$ cat config.mk
export PLATFORM = sky130hd
export DESIGN_NAME = latch_exerciser
export DESIGN_NICKNAME = d
export VERILOG_FILES = /design/src/rtl/latch_exerciser_pkg.sv /design/src/rtl/latch_vec_rom.sv /design/src/rtl/latch_exerciser.sv
export SDC_FILE = /design/constraint.sdc
export NUM_CORES = 1
export LEC_CHECK = 0
export CORE_MARGIN = 4
export CORE_UTILIZATION = 53
export DETAILED_ROUTE_END_ITERATION = 8
export GPL_TIMING_DRIVEN = 0
export PLACE_DENSITY = 0.79
export SYNTH_ARGS = -nofsm -noshare
export SYNTH_HDL_FRONTEND = slang
export SYNTH_SLANG_ARGS = --single-unit
$ cat constraint.sdc
create_clock -name clk -period 2.2 [get_ports clk]
set_clock_uncertainty 0.1 [all_clocks]
set_input_delay 0.33 -clock clk [delete_from_list [all_inputs] [get_ports clk]]
set_output_delay 0.33 -clock clk [all_outputs]
set_load 0.01 [all_outputs]
$ cat src/rtl/latch_exerciser_pkg.sv
// Shared constants for the gated D latch exerciser: FSM encoding, step sizing,
// and the bit layout of a stimulus/expect vector.
package latch_exerciser_pkg;

  localparam int NUM_STEPS = 12;
  localparam int STEP_W    = 4;
  localparam int VEC_W     = 5;

  localparam logic [STEP_W-1:0] FAIL_NONE = 4'hF;

  // Vector layout {set_n, reset_n, d, g, exp_q}
  localparam int BIT_SET_N   = 4;
  localparam int BIT_RESET_N = 3;
  localparam int BIT_D       = 2;
  localparam int BIT_G       = 1;
  localparam int BIT_EXP_Q   = 0;

  typedef logic [2:0] state_t;

  localparam state_t ST_IDLE   = 3'd0;
  localparam state_t ST_APPLY  = 3'd1;
  localparam state_t ST_HOLD   = 3'd2;
  localparam state_t ST_CHECK  = 3'd3;
  localparam state_t ST_FINISH = 3'd4;

  // Vector driven when idle or for out-of-range addresses: latch inputs inactive.
  localparam logic [VEC_W-1:0] SAFE_VEC = 5'b11000;

endpackage

$ cat src/rtl/latch_vec_rom.sv
// Fixed stimulus/expect table for the latch exerciser; pure combinational lookup.
module latch_vec_rom
  import latch_exerciser_pkg::*;
(
  input  logic [STEP_W-1:0] addr,
  output logic [VEC_W-1:0]  vec
);

  always_comb begin
    vec = SAFE_VEC;
    case (addr)
      4'd0:    vec = 5'b01001;  // async set
      4'd1:    vec = 5'b11101;  // d changes with gate closed: q holds 1
      4'd2:    vec = 5'b10000;  // async reset
      4'd3:    vec = 5'b10100;
      4'd4:    vec = 5'b11000;
      4'd5:    vec = 5'b11100;
      4'd6:    vec = 5'b11010;  // transparent transfers from here
      4'd7:    vec = 5'b11111;
      4'd8:    vec = 5'b11010;
      4'd9:    vec = 5'b11111;
      4'd10:   vec = 5'b11010;
      4'd11:   vec = 5'b11000;
      default: vec = SAFE_VEC;
    endcase
  end

endmodule

$ cat src/rtl/latch_exerciser.sv
// Stimulus/check engine for a gated D latch with async set/reset. Steps the ROM
// table, holds each vector HOLD_CYCLES+1 clocks, checks synchronized q.
// Define LATCH_EXERCISER_QN_CHECK_EN to also check q_n against ~exp_q.
module latch_exerciser
  import latch_exerciser_pkg::*;
#(
  parameter int HOLD_CYCLES = 4
) (
  input  logic              clk,
  input  logic              reset_n,
  input  logic              start,
  output logic              dut_set_n,
  output logic              dut_reset_n,
  output logic              dut_d,
  output logic              dut_g,
  input  logic              dut_q,
  input  logic              dut_q_n,
  output logic              busy,
  output logic              done,
  output logic              pass,
  output logic [3:0]        err_count,
  output logic [STEP_W-1:0] fail_step
);

  localparam logic [3:0]        HOLD_LAST = 4'(HOLD_CYCLES - 1);
  localparam logic [STEP_W-1:0] LAST_STEP = STEP_W'(NUM_STEPS - 1);

  state_t              state;
  logic [STEP_W-1:0]   step;
  logic [3:0]          hold_cnt;
  logic [VEC_W-1:0]    rom_vec;
  logic [1:0]          q_sync;
  logic                mismatch;

  latch_vec_rom u_rom (
    .addr (step),
    .vec  (rom_vec)
  );

  // q is asynchronous to clk; two flops before it is ever compared.
  always_ff @(posedge clk or negedge reset_n) begin
    if (!reset_n) q_sync <= 2'b00;
    else          q_sync <= {q_sync[0], dut_q};
  end

`ifdef LATCH_EXERCISER_QN_CHECK_EN
  logic [1:0] qn_sync;

  always_ff @(posedge clk or negedge reset_n) begin
    if (!reset_n) qn_sync <= 2'b00;
    else          qn_sync <= {qn_sync[0], dut_q_n};
  end

  // Either rail wrong counts as a single error for the step.
  assign mismatch = (q_sync[1] != rom_vec[BIT_EXP_Q]) ||
                    (qn_sync[1] != ~rom_vec[BIT_EXP_Q]);
`else
  logic unused_q_n;
  assign unused_q_n = dut_q_n;
  assign mismatch   = (q_sync[1] != rom_vec[BIT_EXP_Q]);
`endif

  always_ff @(posedge clk or negedge reset_n) begin
    if (!reset_n) begin
      state       <= ST_IDLE;
      step        <= '0;
      hold_cnt    <= '0;
      dut_set_n   <= 1'b1;
      dut_reset_n <= 1'b1;
      dut_d       <= 1'b0;
      dut_g       <= 1'b0;
      busy        <= 1'b0;
      done        <= 1'b0;
      pass        <= 1'b0;
      err_count   <= '0;
      fail_step   <= FAIL_NONE;
    end else begin
      case (state)
        ST_IDLE: begin
          if (start) begin
            err_count <= '0;
            fail_step <= FAIL_NONE;
            done      <= 1'b0;
            pass      <= 1'b0;
            busy      <= 1'b1;
            step      <= '0;
            state     <= ST_APPLY;
          end
        end
        ST_APPLY: begin
          dut_set_n   <= rom_vec[BIT_SET_N];
          dut_reset_n <= rom_vec[BIT_RESET_N];
          dut_d       <= rom_vec[BIT_D];
          dut_g       <= rom_vec[BIT_G];
          hold_cnt    <= 4'd1;
          state       <= ST_HOLD;
        end
        ST_HOLD: begin
          if (hold_cnt == HOLD_LAST) state    <= ST_CHECK;
          else                       hold_cnt <= hold_cnt + 4'd1;
        end
        ST_CHECK: begin
          if (mismatch) begin
            if (err_count != 4'hF)     err_count <= err_count + 4'd1;
            if (fail_step == FAIL_NONE) fail_step <= step;
          end
          if (step == LAST_STEP) begin
            state <= ST_FINISH;
          end else begin
            step  <= step + 1'b1;
            state <= ST_APPLY;
          end
        end
        ST_FINISH: begin
          // err_count already includes the last step's result here.
          dut_set_n   <= 1'b1;
          dut_reset_n <= 1'b1;
          dut_d       <= 1'b0;
          dut_g       <= 1'b0;
          busy        <= 1'b0;
          done        <= 1'b1;
          pass        <= (err_count == 4'd0);
          state       <= ST_IDLE;
        end
        default: state <= ST_IDLE;
      endcase
    end
  end

endmodule

==> results of run 1 <==
## critical path, stage by stage, from the launching register on
cell,delay (ns)
dfrtp_1,0.52
ha_1,0.24
nor2b_4,0.05
o31ai_4,0.27
xor2_2,0.30
nand3_2,0.16
mux2_4,0.32
## cell usage after synthesis, types with 4 or more instances
library cell  count
nor2_1           14
dfstp_2           6
nand2_1          17
nand3_1           9
dfrtp_1          22
o21ai_0           4
inv_1             7
ha_1              8
nand3b_1          4
nor3_1            5
## metal layers
layer  global-route usage  vias to the layer above  wire, µm
met5                    0                        -         0
met2                0.287                       26      1260
li1                     -                      526         -
met3               0.0277                        4       113
met1                0.235                      513      1290
met4               0.0341                        0        31
## final cells by class
cell class              count  area (µm²)  area share
clock buffers               4        26.3      0.0153
multi-input cells          98         693       0.404
inverters                   7        26.3      0.0153
well taps                  30        37.5      0.0219
plain buffers               6        41.3      0.0241
flip-flops and latches     28         709       0.414
repair buffers             18         180       0.105
## stage by stage
| step | instance area [µm²] | std cells |
|---|---|---|
| final | 1710 | 191 |
| after global routing | 1710 | 191 |
| after CTS | 1710 | 191 |
| after detailed placement | 1690 | 187 |
| after global placement | 1690 | 187 |
| after floorplan | 1470 | 139 |
## sequential cells by signal, summed over array words and instances, names as in the netlist
signal and cells:
fail_step 4, done 1, err_count 4, busy 1, dut_g 1, state 3
dut_d 1, step 4, pass 1, hold_cnt 4, q_sync 2, dut_set_n 1
dut_reset_n 1
## worst paths after layout
check                      startpoint            to  cells past startpoint
max                           step[0]  err_count[1]                      6
min reg2reg                 q_sync[0]     q_sync[1]                      0
max in group asynchronous     reset_n       step[1]                      1
max reg2reg                   step[0]  err_count[1]                      6
min in group asynchronous     reset_n   hold_cnt[2]                      1
min                         q_sync[0]     q_sync[1]                      0
## what timing repair did
item / in CTS / in global routing
gates resized for setup: 0 / 1
hold buffers: 0 / 0
setup endpoints to repair: 0 / 1
## power by group through the flow
stage | registers, mW | clock network [mW] | logic (mW)
final | 0.877 | 0.215 | 1.10
after global routing | 0.910 | 0.240 | 1.23
after global placement | 0.876 | 0 | 1.06
after detailed placement | 0.886 | 0 | 1.10
after floorplan | 0.895 | 0 | 0.737
after CTS | 0.877 | 0.222 | 1.11
## kinds of logic (layout without fill, tap and decap cells)
family	Yosys count	count (layout)	share of synthesized area
XOR/XNOR	5	5	0.0349
multiplexers	3	3	0.0238
flip-flops	28	28	0.482
buffers and inverters	13	35	0.0460
adder cells (fa/ha/maj)	8	8	0.0681
AND/OR/NAND/NOR	63	63	0.228
AO/OA/AOI/OAI	19	19	0.117
## layout by cell type, fill, tap and decap left out, types with 2 or more instances in the layout
cell type         n
nand4_1           2
ha_1              8
xor2_1            3
nand2_1          17
nor2b_1           2
clkbuf_4          4
inv_1             7
dfstp_2           6
o31ai_1           3
a21oi_1           2
o21ai_0           4
mux2i_1           2
nand3_1           9
nand3b_1          4
nor3b_1           2
o22a_1            3
clkbuf_1          3
nor3_1            5
clkdlybuf4s50_1  18
nor2_1           14
buf_4             2
a22o_1            2
dfrtp_1          21
==> impl_metrics.tcl, run 1 <==
set metrics [dict create \
    status "complete, no violations" \
    core-area_um2 2570 \
    cp-start-kind "flip-flop" \
    portBuffers 18 \
    async_flop_share 1.00 \
    finalMaxSlewViolations 0 \
    ys_ff_latch 28 \
    end_kind "flip-flop" \
    place_congestion 0.797 \
    hold_violations 0 \
    synth_edf_count 0 \
    clock_sinks 28 \
    synth_ff_type "dfrtp_1" \
    switchingPower_mw 0.863 \
    clk_pin_slew_worst_paths_ns 0.15 \
    syn_area_um2 1470 \
    antenna_found_initial 0 \
    p_int_mw 1.33 \
    holdWs_ns 0.282 \
    row_count 18 \
    fin_ws_ns 0.146 \
    fin_crit_ns 2.05 \
    finalSetupTns_ns 0 \
    grt_use_total 0.171 \
    power_density_nw_per_um2 1280 \
    yosysSeqAreaShare 0.482 \
    grt_max_degree 29 \
    p_sw_frac 0.394 \
    totalWireLength_um 2700 \
    cts_tree "done" \
    vias 1069 \
    diodes 0 \
    post_cts_buffers 0 \
    cp.required_ns 2.33 \
    holdCritPathClass "flip-flop to flip-flop" \
    yosys.area.top_type "dfrtp_1" \
    dieArea_um2 3680 \
    start_util 0.572 \
    cts_made_buffers 3 \
    rsz0062_at_grt "no" \
    ctsHtreeMaxLevel 1 \
    pwr-share-clk 0.098 \
    grt_pass1_vias 1119 \
    pin_count 20 \
    setup_viol 0 \
    cp_max_fo 8 \
    p_comb_frac 0.502 \
    grt_overflow 0 \
    dp_hpwl_um 1970 \
    post_route_cells_drive_above_1_share 0.137 \
    ant_nets 0 \
    die_x_um 60.6 \
    syn_nets 152 \
    clockRootBuffer "clkbuf_4" \
    clockBufferDepth 2 \
    avgSynthCellArea_um2 10.6 \
    power.static_leakage_nw 0.740 \
    fmax_ghz 0.487 \
    ys_types 39 \
    reg2reg_slack_ns 0.15 \
    seqPwrFrac 0.400 \
    irDropWorstVdd_mv 0.773 \
    area_growth_pct 16.7 \
    fill_cells 215 \
    drtPass1Iterations 4 \
    grt_first_pass_wirelength_um 4860 \
    worstMarginPinSlew_ns 1.23 \
    drv_cap 0 \
    drt_iter0_markers 25 \
    p_total_mw 2.19 \
    clk_latency_ns 0.32 \
    die_h_um 60.6 \
    pre_cts_ws_ns 0.146 \
    synth_top_cell_area_share 0.375 \
    yosysWarnings 0 \
    syn_inst 139 \
    synth.top_cells.by_area "dfrtp_1 37%, dfstp_2 11%, ha_1 6.8%, nand2_1 4.3%, nor2_1 3.6%" \
    post-route-period-util 0.933 \
    path_class "flip-flop to flip-flop" \
    maxSlewHeadroom 0.180 \
    drc_errors 0 \
    final_util 0.668 \
    post_drt_wl_per_cell_um 14.1 \
    vias_per_cell 5.60 \
    cp.arrival_ns 2.18 \
    nNetsFinal 175 \
]
Power figures use the tool's default switching activity.
==> run 2, diff against run 1 <==
Settings changed: CAP_MARGIN set to 20.
==> run 2 against run 1 <==
Effect of this change:
- fmax down 0.24%
- clock power barely moved
- worst setup slack worse by 0.0049 ns
- wire length rose by 1.2%
- hold slack worse by 0.0014 ns
==> impl_metrics.tcl, run 2 (same netlist as run 1, synthesis figures left out) <==
set metrics [dict create \
    status "complete, no violations" \
    path_class "flip-flop to flip-flop" \
    cp.arrival_ns 2.18 \
    hold_violations 0 \
    row_count 18 \
    pre_cts_ws_ns 0.154 \
    start_util 0.572 \
    core-area_um2 2570 \
    p_comb_frac 0.505 \
    die_x_um 60.6 \
    rsz0062_at_grt "no" \
    power_density_nw_per_um2 1260 \
    portBuffers 18 \
    totalWireLength_um 2730 \
    path_cells "ha_1 -> nor2b_4 -> o31ai_4 -> xor2_2 -> nand3_2 -> mux2_4" \
    dp_hpwl_um 2050 \
    fill_cells 214 \
    diodes 0 \
    p_total_mw 2.20 \
    postCtsHoldBufs 0 \
    final_cell_mix "22 x dfrtp_1, 18 x clkdlybuf4s50_1, 17 x nand2_1" \
    cts_tree "done" \
    grt_max_degree 16 \
    cp.required_ns 2.32 \
    ctsHtreeMaxLevel 1 \
    grt_pass1_vias 1076 \
    finalSetupTns_ns 0 \
    cts_made_buffers 3 \
    drv_cap 0 \
    post_route_cells_drive_above_1_share 0.136 \
    slowest_stage "dfrtp_1" \
    irDropWorstVdd_mv 0.748 \
    place_congestion 0.797 \
    dieArea_um2 3680 \
    worstMarginPinSlew_ns 0.723 \
    finalMaxSlewViolations 0 \
    seqPwrFrac 0.399 \
    final_util 0.678 \
    drt_iter0_markers 25 \
    holdCritPathClass "flip-flop to flip-flop" \
    area_growth_pct 18.5 \
    post_cts_buffers 0 \
    p_sw_frac 0.394 \
    clock_sinks 28 \
    end_kind "flip-flop" \
    clk_pin_slew_worst_paths_ns 0.14 \
    ant_nets 0 \
    fin_crit_ns 2.06 \
    cp_max_fo 8 \
    fin_ws_ns 0.142 \
    post-route-period-util 0.936 \
    post_drt_wl_per_cell_um 14.2 \
    layout_commonest_cell "dfrtp_1" \
    drtPass1Iterations 4 \
    max_stage_delay_ns 0.52 \
    cts_resized 0 \
    power.static_leakage_nw 0.754 \
    grt_first_pass_wirelength_um 4860 \
    setup_viol 0 \
    die_h_um 60.6 \
    drc_errors 0 \
    switchingPower_mw 0.866 \
    grt_use_total 0.175 \
    vias_per_cell 5.56 \
    p_int_mw 1.33 \
    clockRootBuffer "clkbuf_4" \
    antenna_found_initial 0 \
    nNetsFinal 176 \
    pwr-share-clk 0.096 \
    critical_path.top_delay_family "flip-flops" \
    grt_overflow 0 \
    fmax_ghz 0.486 \
    maxSlewHeadroom 0.516 \
    pin_count 20 \
    cp-start-kind "flip-flop" \
    clockBufferDepth 2 \
    crit_buf_inv 0 \
    clk_latency_ns 0.31 \
    holdWs_ns 0.280 \
    vias 1067 \
]
==> run 2: changes by cell type in the layout (fill, tap and decap cells not counted), sizes merged <==
cell and delta:
buf +1
==> run 2: path summary, 6_finish.rpt <==
check	start	end	slack, ns	depth (start not counted)
worst max register to register	step[0]	err_count[1]	0.14	6
max in group asynchronous	reset_n	fail_step[0]	1.07	2
worst min register to register	q_sync[0]	q_sync[1]	0.28	0
worst max-delay path	step[0]	err_count[1]	0.14	6
min in group asynchronous	reset_n	dut_g	0.33	1
worst min-delay path	q_sync[0]	q_sync[1]	0.28	0
==> run 2: cell type report <==
type | instances | area [µm²] | share of cell area
Tap cell | 30 | 37.5 | 0.0216
Clock buffer | 4 | 26.3 | 0.0151
Inverter | 7 | 26.3 | 0.0151
Sequential cell | 28 | 708 | 0.407
Multi-Input combinational cell | 98 | 693 | 0.398
Timing Repair Buffer | 19 | 208 | 0.119
Buffer | 6 | 41.3 | 0.0237
==> run 2: per-layer routing <==
layer  GRT usage  routed length, µm
met2       0.281               1240
met4      0.0495                 30
met3      0.0234                 97
met5           0                  0
met1       0.248               1360
==> run 2: power groups by stage <==
stage | logic [mW] | clock network, mW | registers [mW]
after floorplan | 0.737 | 0 | 0.895
final | 1.11 | 0.212 | 0.877
after global placement | 1.06 | 0 | 0.876
after global routing | 1.24 | 0.244 | 0.907
after CTS | 1.12 | 0.222 | 0.876
after detailed placement | 1.11 | 0 | 0.887
==> run 2: through the flow <==
stage,instance area (µm²),instances
2_1_floorplan,1470,139
3_3_place_gp,1690,187
3_5_place_dp,1710,188
4_1_cts,1740,192
5_1_grt,1740,192
6_report,1740,192
==> run 2: worst register-to-register path, delay by kind of cell (launching register included) <==
family / cells / cell delay (ns)
flip-flops: 1 / 0.52
multiplexers: 1 / 0.32
XOR/XNOR: 1 / 0.30
AO/OA/AOI/OAI: 1 / 0.28
adder cells (fa/ha/maj): 1 / 0.24
AND/OR/NAND/NOR: 2 / 0.21
